**config.mk**
```make
export PLATFORM = sky130hd
export DESIGN_NAME = jtag_1149_d10_mstr_err_sched
export DESIGN_NICKNAME = d
export VERILOG_FILES = /design/src/rtl/jtag_1149_d10_pkg.sv /design/src/rtl/jtag_1149_d10_err_prio_enc.sv /design/src/rtl/jtag_1149_d10_mstr_err_sched.sv
export SDC_FILE = /design/constraint.sdc
export NUM_CORES = 1
export LEC_CHECK = 0
export CORE_MARGIN = 8
export CORE_UTILIZATION = 51
export CTS_BUF_LIST = sky130_fd_sc_hd__clkbuf_16
export CTS_CLUSTER_DIAMETER = 120
export CTS_CLUSTER_SIZE = 25
export DETAILED_ROUTE_END_ITERATION = 6
export PLACE_DENSITY = 0.79
export RECOVER_POWER = 50
export SETUP_SLACK_MARGIN = 0.5
export SLEW_MARGIN = 20
export SYNTH_ARGS = -nofsm -noshare
export SYNTH_HDL_FRONTEND = slang
export SYNTH_SLANG_ARGS = --single-unit
```
**constraint.sdc**
```tcl
create_clock -name clk -period 5.3 [get_ports clk]
set_input_delay 1.06 -clock clk [delete_from_list [all_inputs] [get_ports clk]]
set_output_delay 1.06 -clock clk [all_outputs]
set_load 0.01 [all_outputs]
```
**src/rtl/jtag_1149_d10_pkg.sv**
```systemverilog
// ---------------------------------------------------------------------------
// jtag_1149_d10_pkg
//   Shared definitions for the IEEE1149.10 master error scheduler:
//   - error code values (code i maps to pending bit i-1)
//   - scheduler FSM state type
//   - helper to turn a code into its one-hot pending-bit mask
// ---------------------------------------------------------------------------
package jtag_1149_d10_pkg;

    localparam int unsigned NUM_ERR = 7;

    localparam logic [2:0] ERR_NONE = 3'd0;
    localparam logic [2:0] OPCODE   = 3'd1;
    localparam logic [2:0] EOP2     = 3'd2;
    localparam logic [2:0] EOP3     = 3'd3;
    localparam logic [2:0] UNRECOV  = 3'd4;
    localparam logic [2:0] LPBK     = 3'd5;
    localparam logic [2:0] TIMEOUT  = 3'd6;
    localparam logic [2:0] IDLECNT  = 3'd7;

    typedef enum logic [1:0] {
        IDLE    = 2'd0,
        PRESENT = 2'd1,
        HOLD    = 2'd2
    } sched_state_t;

    // One-hot pending mask for a code; ERR_NONE maps to an empty mask.
    function automatic logic [NUM_ERR-1:0] code_mask(input logic [2:0] c);
        if (c == ERR_NONE) begin
            return '0;
        end
        return NUM_ERR'(1) << (c - 3'd1);
    endfunction

endpackage

```
**src/rtl/jtag_1149_d10_err_prio_enc.sv**
```systemverilog
// ---------------------------------------------------------------------------
// jtag_1149_d10_err_prio_enc
//   Combinational fixed-priority encoder over the pending error set.
//   Priority, highest first: 4, 1, 2, 3, 5, 6, 7.
// Ports:
//   pending   in  7  bit i-1 = code i pending
//   code      out 3  highest-priority pending code (0 when none)
//   clr_mask  out 7  one-hot mask of the selected pending bit
// ---------------------------------------------------------------------------
module jtag_1149_d10_err_prio_enc
    import jtag_1149_d10_pkg::*;
(
    input  logic [NUM_ERR-1:0] pending,
    output logic [2:0]         code,
    output logic [NUM_ERR-1:0] clr_mask
);

    always_comb begin
        code = ERR_NONE;
        if      (pending[UNRECOV - 3'd1]) code = UNRECOV;
        else if (pending[OPCODE  - 3'd1]) code = OPCODE;
        else if (pending[EOP2    - 3'd1]) code = EOP2;
        else if (pending[EOP3    - 3'd1]) code = EOP3;
        else if (pending[LPBK    - 3'd1]) code = LPBK;
        else if (pending[TIMEOUT - 3'd1]) code = TIMEOUT;
        else if (pending[IDLECNT - 3'd1]) code = IDLECNT;
        clr_mask = code_mask(code);
    end

endmodule

```
**src/rtl/jtag_1149_d10_mstr_err_sched.sv**
```systemverilog
// ---------------------------------------------------------------------------
// jtag_1149_d10_mstr_err_sched
//   Master-side error event scheduler. Edge-detects the seven master error
//   conditions, queues them as pending codes 1..7 and presents them one at a
//   time in priority order over a valid/ack handshake.
// Parameters:
//   HOLD_CYCLES  idle cycles after each ack before the next code (0 = none)
//   CNT_W        width of the saturating merge counter
// Ports:
//   clk, rst_n            clock, asynchronous active-low reset
//   sched_en              present pending codes when 1
//   clr                   synchronous flush of pending, counter, last_code, FSM
//   opcode_error .. idle_count_error   error condition levels
//   status_ack            consumer accepts status_code
//   status_valid/_code    presented code, held until acked
//   last_code             last acked code
//   err_pending           bit i-1 = code i pending
//   merge_cnt             events merged into already-pending codes (saturating)
//   busy                  FSM not in IDLE
// ---------------------------------------------------------------------------
module jtag_1149_d10_mstr_err_sched
    import jtag_1149_d10_pkg::*;
#(
    parameter int HOLD_CYCLES = 2,
    parameter int CNT_W       = 8
) (
    input  logic               clk,
    input  logic               rst_n,
    input  logic               sched_en,
    input  logic               clr,
    input  logic               opcode_error,
    input  logic [1:0]         eop_error,
    input  logic               unrecoverable_error,
    input  logic               lpbk_error,
    input  logic               scan_rsp_time_out,
    input  logic               idle_count_error,
    input  logic               status_ack,
    output logic               status_valid,
    output logic [2:0]         status_code,
    output logic [2:0]         last_code,
    output logic [NUM_ERR-1:0] err_pending,
    output logic [CNT_W-1:0]   merge_cnt,
    output logic               busy
);

    localparam int HOLD_W = (HOLD_CYCLES > 1) ? $clog2(HOLD_CYCLES) : 1;
    localparam logic [HOLD_W-1:0] HOLD_LAST =
        HOLD_W'((HOLD_CYCLES > 0) ? HOLD_CYCLES - 1 : 0);

    sched_state_t        state_q, state_d;
    logic [HOLD_W-1:0]   hold_cnt_q, hold_cnt_d;

    logic [NUM_ERR-1:0]  cond, cond_q, ev;
    logic [NUM_ERR-1:0]  sel_mask, clear_mask, merges, pending_d;
    logic [2:0]          sel_code;
    logic [2:0]          merge_pop;
    logic [CNT_W:0]      merge_sum;
    logic [CNT_W-1:0]    merge_cnt_d;
    logic                take, ack_fire;

    // Decoded condition levels; each eop code decodes from the full 2-bit
    // value so 10 -> 11 is a fresh edge for code 3.
    always_comb begin
        cond = {idle_count_error,
                scan_rsp_time_out,
                lpbk_error,
                unrecoverable_error,
                (eop_error == 2'b11),
                (eop_error == 2'b10),
                opcode_error};
        ev = cond & ~cond_q;
    end

    jtag_1149_d10_err_prio_enc u_prio_enc (
        .pending  (err_pending),
        .code     (sel_code),
        .clr_mask (sel_mask)
    );

    // FSM next state.
    always_comb begin
        state_d    = state_q;
        hold_cnt_d = hold_cnt_q;
        take       = 1'b0;
        ack_fire   = 1'b0;
        case (state_q)
            IDLE: begin
                if (sched_en && (err_pending != '0)) begin
                    take    = 1'b1;
                    state_d = PRESENT;
                end
            end
            PRESENT: begin
                if (status_ack) begin
                    ack_fire   = 1'b1;
                    hold_cnt_d = '0;
                    state_d    = (HOLD_CYCLES > 0) ? HOLD : IDLE;
                end
            end
            HOLD: begin
                if (hold_cnt_q == HOLD_LAST) begin
                    state_d = IDLE;
                end else begin
                    hold_cnt_d = hold_cnt_q + 1'b1;
                end
            end
            default: state_d = IDLE;
        endcase
        if (clr) begin
            state_d    = IDLE;
            hold_cnt_d = '0;
            take       = 1'b0;
            ack_fire   = 1'b0;
        end
    end

    // Pending update: the set from ev is ORed in after the selection clear,
    // so a same-cycle event on the selected bit keeps it pending (and is not
    // counted as a merge).
    always_comb begin
        clear_mask = take ? sel_mask : '0;
        pending_d  = (err_pending & ~clear_mask) | ev;
        merges     = ev & err_pending & ~clear_mask;
        merge_pop  = '0;
        for (int unsigned i = 0; i < NUM_ERR; i++) begin
            merge_pop = merge_pop + {2'b00, merges[i]};
        end
        merge_sum   = {1'b0, merge_cnt} + (CNT_W+1)'(merge_pop);
        merge_cnt_d = merge_sum[CNT_W] ? '1 : merge_sum[CNT_W-1:0];
    end

    always_ff @(posedge clk or negedge rst_n) begin
        if (!rst_n) begin
            state_q    <= IDLE;
            hold_cnt_q <= '0;
        end else begin
            state_q    <= state_d;
            hold_cnt_q <= hold_cnt_d;
        end
    end

    always_ff @(posedge clk or negedge rst_n) begin
        if (!rst_n) begin
            cond_q       <= '0;
            err_pending  <= '0;
            merge_cnt    <= '0;
            status_valid <= 1'b0;
            status_code  <= ERR_NONE;
            last_code    <= ERR_NONE;
        end else begin
            // History tracks the inputs even during clr, so events in the
            // clr cycle are consumed rather than replayed afterwards.
            cond_q <= cond;
            if (clr) begin
                err_pending  <= '0;
                merge_cnt    <= '0;
                status_valid <= 1'b0;
                status_code  <= ERR_NONE;
                last_code    <= ERR_NONE;
            end else begin
                err_pending <= pending_d;
                merge_cnt   <= merge_cnt_d;
                if (take) begin
                    status_code  <= sel_code;
                    status_valid <= 1'b1;
                end
                if (ack_fire) begin
                    status_valid <= 1'b0;
                    last_code    <= status_code;
                end
            end
        end
    end

    assign busy = (state_q != IDLE);

endmodule

```
==> flow_summary_export.csv, run 1 <==
group,metric,value,unit
outcome,status,"finished, violations left",
outcome,violations,"capacitance limit, slew limit",
timing,setup_tns,0,ps
cells_and_area,diodes,0,
logic_synthesis,synth.distinct_cells,40,
worst_setup_path,max_stage_delay,520,ps
clocking,clock_sinks,32,
worst_setup_path,cp_cell_sequence,"o21bai_4 > a211oi_2 > nor2_1 > ha_2 > o2111ai_4 > o41ai_2 > nor2_1 > fa_1 > inv_2 > fa_1 > inv_2 > fa_1 > ha_2 > fa_2 > a21oi_4 > a21oi_2 > o31ai_2 > a31oi_1",
logic_synthesis,async_reset_ff_share,100.0,%
detailed_routing,drt-pass1-iter-count,4,
clocking,ctsRootBufferMaster,"clkbuf_16",
detailed_routing,num_vias,1625,
logic_synthesis,synth-edff-count,0,
worst_setup_path,slowest_stage,"fa_1",
floorplan,die_height,74.25,um
floorplan,rows,21,
clocking,cts_buffers,5,
timing,slew_violations,33,
clocking,h-tree-depth,2,
timing,rsz0062_at_grt,"yes",
worst_setup_path,critPathLaunchType,"flip-flop",
placement,gp_congestion,0.8901,
worst_setup_path,crit_arrival,5100,ps
timing,clock.fmax,202.0,MHz
logic_synthesis,synthFlopType,"dfrtp_1",
logic_synthesis,synth_compound_area_share,16.92,%
timing,slew_headroom,-15.71,%
cells_and_area,design_area,2552,um2
worst_setup_path,path_class,"flip-flop to flip-flop",
timing,min_period,4950,ps
global_routing,overflow,0,
clocking,cts_tree,"done",
logic_synthesis,synth.top_cells.by_area,"dfrtp_1 (46%), nor2_1 (6.3%), ha_1 (5.8%)",
logic_synthesis,yosysMostFrequentCell,"dfrtp_1",
cells_and_area,drive_above_1_share,24.24,%
cells_and_area,nets,255,
clocking,clkLatencyLatePin,280,ps
clocking,cts_max_path_buffers,2,
pwr,vdd_drop_max,0.0002300,V
detailed_routing,drcViolationCount,0,
pwr,p_per_area,280.7,nW/um2
global_routing,grt_pass1_vias,1604,
logic_synthesis,synth_nets,200,
logic_synthesis,synth_top_family_by_area,"simple AND/OR/NAND/NOR gates",
worst_setup_path,crit_path_end_kind,"flip-flop",
placement,portBuffers,34,
timing,hold_viol,0,
placement,placed_cell_area,2177,um2
logic_synthesis,yosys.area_share.xor_xnor,1.012,%
logic_synthesis,synthCells,176,
detailed_routing,routed_wl,5279,um
cells_and_area,syn2layout_area_growth,47.51,%
floorplan,die_x,74.25,um
logic_synthesis,synth_seq_cells,32,
timing,setup_viol,0,
logic_synthesis,postSynthAreaPerCell,9.832,um2
pwr,p_leak,1.136,nW
worst_setup_path,crit_family,"adder cells",
timing,worst_pin_slew,1736,ps
pwr,swShare,28.68,%
detailed_routing,ant_nets,0,
global_routing,grt_max_degree,33,
cells_and_area,nFillCells,209,
pwr,clkPwrFrac,37.3,%
global_routing,antenna_found_initial,0,
logic_synthesis,synth_adder_area_share,10.41,%
hold_path,min_path_type,"flip-flop to flip-flop",
logic_synthesis,yosysTopAreaCellShare,46.28,%
floorplan,io_pins,35,
floorplan,dieArea,5513,um2
run,drv_cap,1,
detailed_routing,post_drt_via_cell_ratio,5.866,
clocking,path_clk_slew,50,ps
pwr,p_int,0.5110,mW
logic_synthesis,synthSimpleGateAreaFrac,18.44,%
global_routing,grt_usage,18.90,%
placement,place_ws,-225.2,ps
timing,hold_ws,523.0,ps
logic_synthesis,synthMuxAreaShare,3.471,%
worst_setup_path,cp.required,5450,ps
logic_synthesis,synth_area,1730,um2
placement,post-dp-hpwl,3214,um
logic_synthesis,ys_warn_count,0,
floorplan,initial_core_util,52.27,%
detailed_routing,wl_per_cell,19.06,um
logic_synthesis,synth_common_cells,"dfrtp_1 (32), nor2_1 (29), a21oi_1 (16)",
timing,finalWorstSetupSlack,349.8,ps
logic_synthesis,yosysSeqAreaShare,46.28,%
pwr,p_sw,0.2055,mW
floorplan,core,3311,um2
global_routing,grt_first_pass_wirelength,7879,um
worst_setup_path,critical_path_buf_inv_count,2,
worst_setup_path,crit_path_frequent_cell,"fa_1",
timing,period_share,93.40,%
detailed_routing,drtIter0Drc,147,
timing,fin_worst_skew,4.087,ps
logic_synthesis,synth.largest_area_cell,"dfrtp_1",
pwr,p_comb_share,24.0,%
pwr,power_frac_seq,38.6,%
worst_setup_path,worstPathMaxFanout,6,
[placed cells by master (no fill, tap or decap), types with 2 or more instances in the layout]
cell	synthesis	layout
a31oi_1	2	2
nor3_1	4	4
nand3_1	5	4
a21oi_1	16	12
dlygate4sd2_1	0	2
nor2_1	29	27
o21a_1	2	2
dfrtp_1	32	27
nor2b_1	4	4
clkdlybuf4s50_1	0	24
ha_2	0	2
inv_1	11	9
inv_2	0	2
dlygate4sd3_1	0	8
mux2i_1	6	6
dfrtp_2	0	5
buf_4	0	17
o41ai_2	0	2
o31ai_1	3	2
ha_1	8	6
fa_1	4	3
clkinv_1	0	2
o21ai_4	0	2
o21ai_0	4	3
nand2b_1	7	6
nand2_1	6	6
a211oi_2	1	3
a21oi_2	0	3
clkbuf_16	0	5
xnor2_1	2	2
[timing repair]
action	4_1_cts	5_1_grt
buffers inserted	3	8
cloned	0	0
endpoints found under the hold margin	0	0
hold buffers	0	0
pin swaps	18	13
endpoints found under the setup margin	8	8
resized for setup	18	22
[worst register-to-register path, stage by stage, from the launching register on]
cell,delay (ps)
dfrtp_2,440
o21bai_4,180
a211oi_2,290
nor2_1,90
ha_2,390
o2111ai_4,160
o41ai_2,290
nor2_1,110
fa_1,520
inv_2,50
fa_1,520
inv_2,50
fa_1,490
ha_2,210
fa_2,380
a21oi_4,190
a21oi_2,70
o31ai_2,270
a31oi_1,130
[routing by layer]
metal / routed length, um / global-route usage [%]
met2: 2784 / 32.52
met5: 0 / 0
met1: 1846 / 20.59
met3: 347 / 5.526
met4: 299 / 9.783
[flip-flops by register name (all words and copies together) (netlist names)]
signal,count
hold_cnt_q,1
state_q,2
cond_q,7
status_valid,1
status_code,3
last_code,3
merge_cnt,8
err_pending,7
[area by class of cell]
type / instances / area, um2 / share of cell area (%)
Inverter: 11 / 41.29 / 1.618
Clock buffer: 5 / 125.1 / 4.902
Timing Repair Buffer: 53 / 480.5 / 18.82
Sequential cell: 32 / 807.0 / 31.62
Clock inverter: 2 / 7.507 / 0.2941
Tap cell: 46 / 57.56 / 2.255
Multi-Input combinational cell: 128 / 1033 / 40.49
[metrics by stage]
stage | total power, mW | cells | utilization, %
2_1_floorplan | 0.3500 | 176 | -
3_3_place_gp | 0.4055 | 259 | 65.76
3_5_place_dp | 0.4132 | 259 | 65.76
4_1_cts | 0.6971 | 269 | 72.26
5_1_grt | 0.7480 | 277 | 77.10
6_report | 0.7165 | 277 | 77.10
[power by group through the flow]
stage                     clock network, mW  logic, mW  registers (mW)
after floorplan                           0     0.0704           0.280
after global routing                  0.282      0.187           0.279
after detailed placement                  0      0.135           0.278
after CTS                             0.270      0.152           0.276
final                                 0.267      0.172           0.277
after global placement                    0      0.129           0.277
[worst paths after layout]
kind | start | endpoint | slack [ps] | cells after the start
setup / recovery | err_pending[4] | merge_cnt[5] | 350 | 18
min in group asynchronous | rst_n | hold_cnt_q | 1760 | 2
max in group asynchronous | rst_n | err_pending[5] | 2390 | 2
hold reg to reg | last_code[1] | last_code[1] | 520 | 2
setup reg to reg | err_pending[4] | merge_cnt[5] | 350 | 18
hold / removal | last_code[1] | last_code[1] | 520 | 2
[logic make-up (layout without fill, tap and decap cells)]
family / after synthesis / after routing
muxes: 6 / 6
buffers and inverters: 16 / 71
DFF: 32 / 32
AOI/OAI and AO/OA: 43 / 43
and+or+nand+nor: 65 / 65
xor gates and xnor gates: 2 / 2
adders and majority gates: 12 / 12
Note: power is estimated with default switching activity, not from simulation.
==> run 2: changes to the inputs <==
- GPL_TIMING_DRIVEN: not set -> 0
==> run 2 against run 1 <==
The flow still finishes with violations (capacitance limit, slew limit); register-to-register slack better by 50 ps; sequential share of layout area down 1.7 points; cell area grew 5.6%; clock skew is 3.4 ps higher; worst setup slack better by 51 ps; worst hold slack improved by 16 ps.
==> flow_summary_export.csv, run 2 (synthesis results as in run 1) <==
group,metric,value,unit
floorplan,core,3311,um2
placement,place_ws,-365.0,ps
outcome,status,"finished, violations left",
global_routing,overflow,0,
timing,fin_worst_skew,7.475,ps
worst_setup_path,crit_path_end_kind,"flip-flop",
timing,clock.fmax,204.1,MHz
worst_setup_path,crit_path_start,"err_pending[6]",
worst_setup_path,reg2reg_slack,400,ps
placement,dp.cells,255,
global_routing,grt_pass1_vias,1828,
clocking,clkLatencyLatePin,290,ps
pwr,vdd_drop_max,0.0002663,V
hold_path,min_path_type,"flip-flop to flip-flop",
worst_setup_path,r2r-start,"err_pending[6]",
timing,min_period,4899,ps
timing,finalWorstSetupSlack,401.2,ps
global_routing,grt_max_degree,33,
global_routing,grt_first_pass_wirelength,8880,um
detailed_routing,post_drt_via_cell_ratio,5.913,
cells_and_area,syn2layout_area_growth,55.75,%
clocking,h-tree-depth,2,
worst_setup_path,path_class,"flip-flop to flip-flop",
floorplan,dieArea,5513,um2
worst_setup_path,r2r_end,"merge_cnt[4]",
worst_setup_path,cp-endpoint,"merge_cnt[4]",
placement,portBuffers,33,
worst_setup_path,crit_arrival,5050,ps
cells_and_area,nets,266,
detailed_routing,routed_wl,5906,um
cells_and_area,reg_top3,"merge_cnt (8), cond_q (7), err_pending (7)",
detailed_routing,wl_per_cell,20.44,um
floorplan,die_x,74.25,um
run,drv_cap,1,
floorplan,die_height,74.25,um
cells_and_area,diodes,0,
cells_and_area,finalNonFillerCells,289,
floorplan,initial_core_util,52.27,%
worst_setup_path,critPathLaunchType,"flip-flop",
timing,slew_violations,33,
worst_setup_path,cp.required,5450,ps
clocking,cts_max_path_buffers,2,
placement,post-dp-hpwl,3132,um
detailed_routing,drcViolationCount,0,
global_routing,antenna_found_initial,0,
detailed_routing,drt-pass1-iter-count,4,
timing,rsz0062_at_grt,"yes",
clocking,clock_sinks,32,
clocking,cts_tree,"done",
floorplan,io_pins,35,
pwr,p_leak,1.211,nW
clocking,path_clk_slew,50,ps
timing,slew_headroom,-15.60,%
cells_and_area,top_register,"merge_cnt",
placement,gp_congestion,0.8910,
clocking,ctsRootBufferMaster,"clkbuf_16",
clocking,cts_hold_buf,0,
pwr,p_per_area,296.7,nW/um2
worst_setup_path,worstPathMaxFanout,5,
clocking,cts_buffers,5,
timing,hold_viol,0,
cells_and_area,final_cell_mix,"nor2_1 (27), dfrtp_1 (27), buf_4 (25)",
worst_setup_path,reg2reg_depth,17,
timing,period_share,92.43,%
detailed_routing,drtIter0Drc,155,
detailed_routing,num_vias,1709,
outcome,violations,"capacitance limit, slew limit",
cells_and_area,drive_above_1_share,27.57,%
global_routing,grt_usage,21.74,%
timing,setup_viol,0,
floorplan,rows,21,
timing,worst_pin_slew,1734,ps
cells_and_area,largest_reg_flops,8,
detailed_routing,ant_nets,0,
## run 2: changes by cell type in the layout (fill, tap and decap cells not counted), moves of 2 or more
cell | previous run | this run
a211oi_2 | 3 | 1
inv_1 | 9 | 11
buf_4 | 17 | 25
clkbuf_1 | 1 | 4
nor3_1 | 4 | 2
clkinv_1 | 2 | 0
## run 2: final cells by class
class / instances / area [um2]
Clock inverter: 3 / 38.79
Clock buffer: 5 / 125.1
Sequential cell: 32 / 807.0
Multi-Input combinational cell: 128 / 1055
Inverter: 11 / 41.29
Tap cell: 46 / 57.56
Timing Repair Buffer: 59 / 530.5
Buffer: 5 / 40.04
Fill cell: 191 / 615.6
## run 2: report_power, final
group	switching [mW]	total (mW)	internal [mW]
Combinational	0.103	0.200	0.0977
Sequential	0.0149	0.275	0.260
Clock	0.106	0.325	0.219
Total	0.223	0.800	0.576
## run 2: worst min path at each step
stage	from	end	slack [ps]	depth (start not counted)
after floorplan	cond_q[5]	err_pending[5]	490	2
after global placement	last_code[2]	last_code[2]	510	2
after detailed placement	cond_q[2]	err_pending[2]	520	2
after CTS	last_code[1]	last_code[1]	530	2
after global routing	last_code[1]	last_code[1]	570	2
final	last_code[1]	last_code[1]	540	2
## run 2: repair_timing
item,CTS,global route
resized for setup,36,9
setup endpoints to repair,8,8
cloned,0,0
buffers inserted,18,8
pin swaps,19,14
## run 2: layer usage
layer / GRT usage (%) / routed length, um / vias up
li1: - / - / 753
met1: 21.96 / 2092 / 847
met2: 37.60 / 3117 / 77
met3: 7.412 / 388 / 32
met4: 13.70 / 308 / 0
met5: 0 / 0 / -
## run 2: critical path: stages, from the launching register on
cell and delay (ps):
dfrtp_2 460, or3_4 450, a21oi_4 170, ha_2 320, buf_4 150, nor3_4 220
o211ai_1 200, o41ai_2 420, or2_1 210, fa_1 410, inv_1 90, fa_1 440
ha_2 210, fa_2 380, a21oi_4 210, o21a_1 170, mux2i_1 210, nor2_1 60
## run 2: stage by stage
step	hold slack [ps]	total power [mW]	setup TNS [ps]	cell area (um2)	util [%]
2_1_floorplan	489.0	0.3500	0	1739	-
3_3_place_gp	506.0	0.3998	-1358	2127	64.25
3_5_place_dp	515.5	0.4061	-2665	2122	64.10
4_1_cts	532.0	0.7678	0	2581	77.97
5_1_grt	568.8	0.8259	0	2695	81.41
6_report	538.5	0.7997	0	2695	81.41
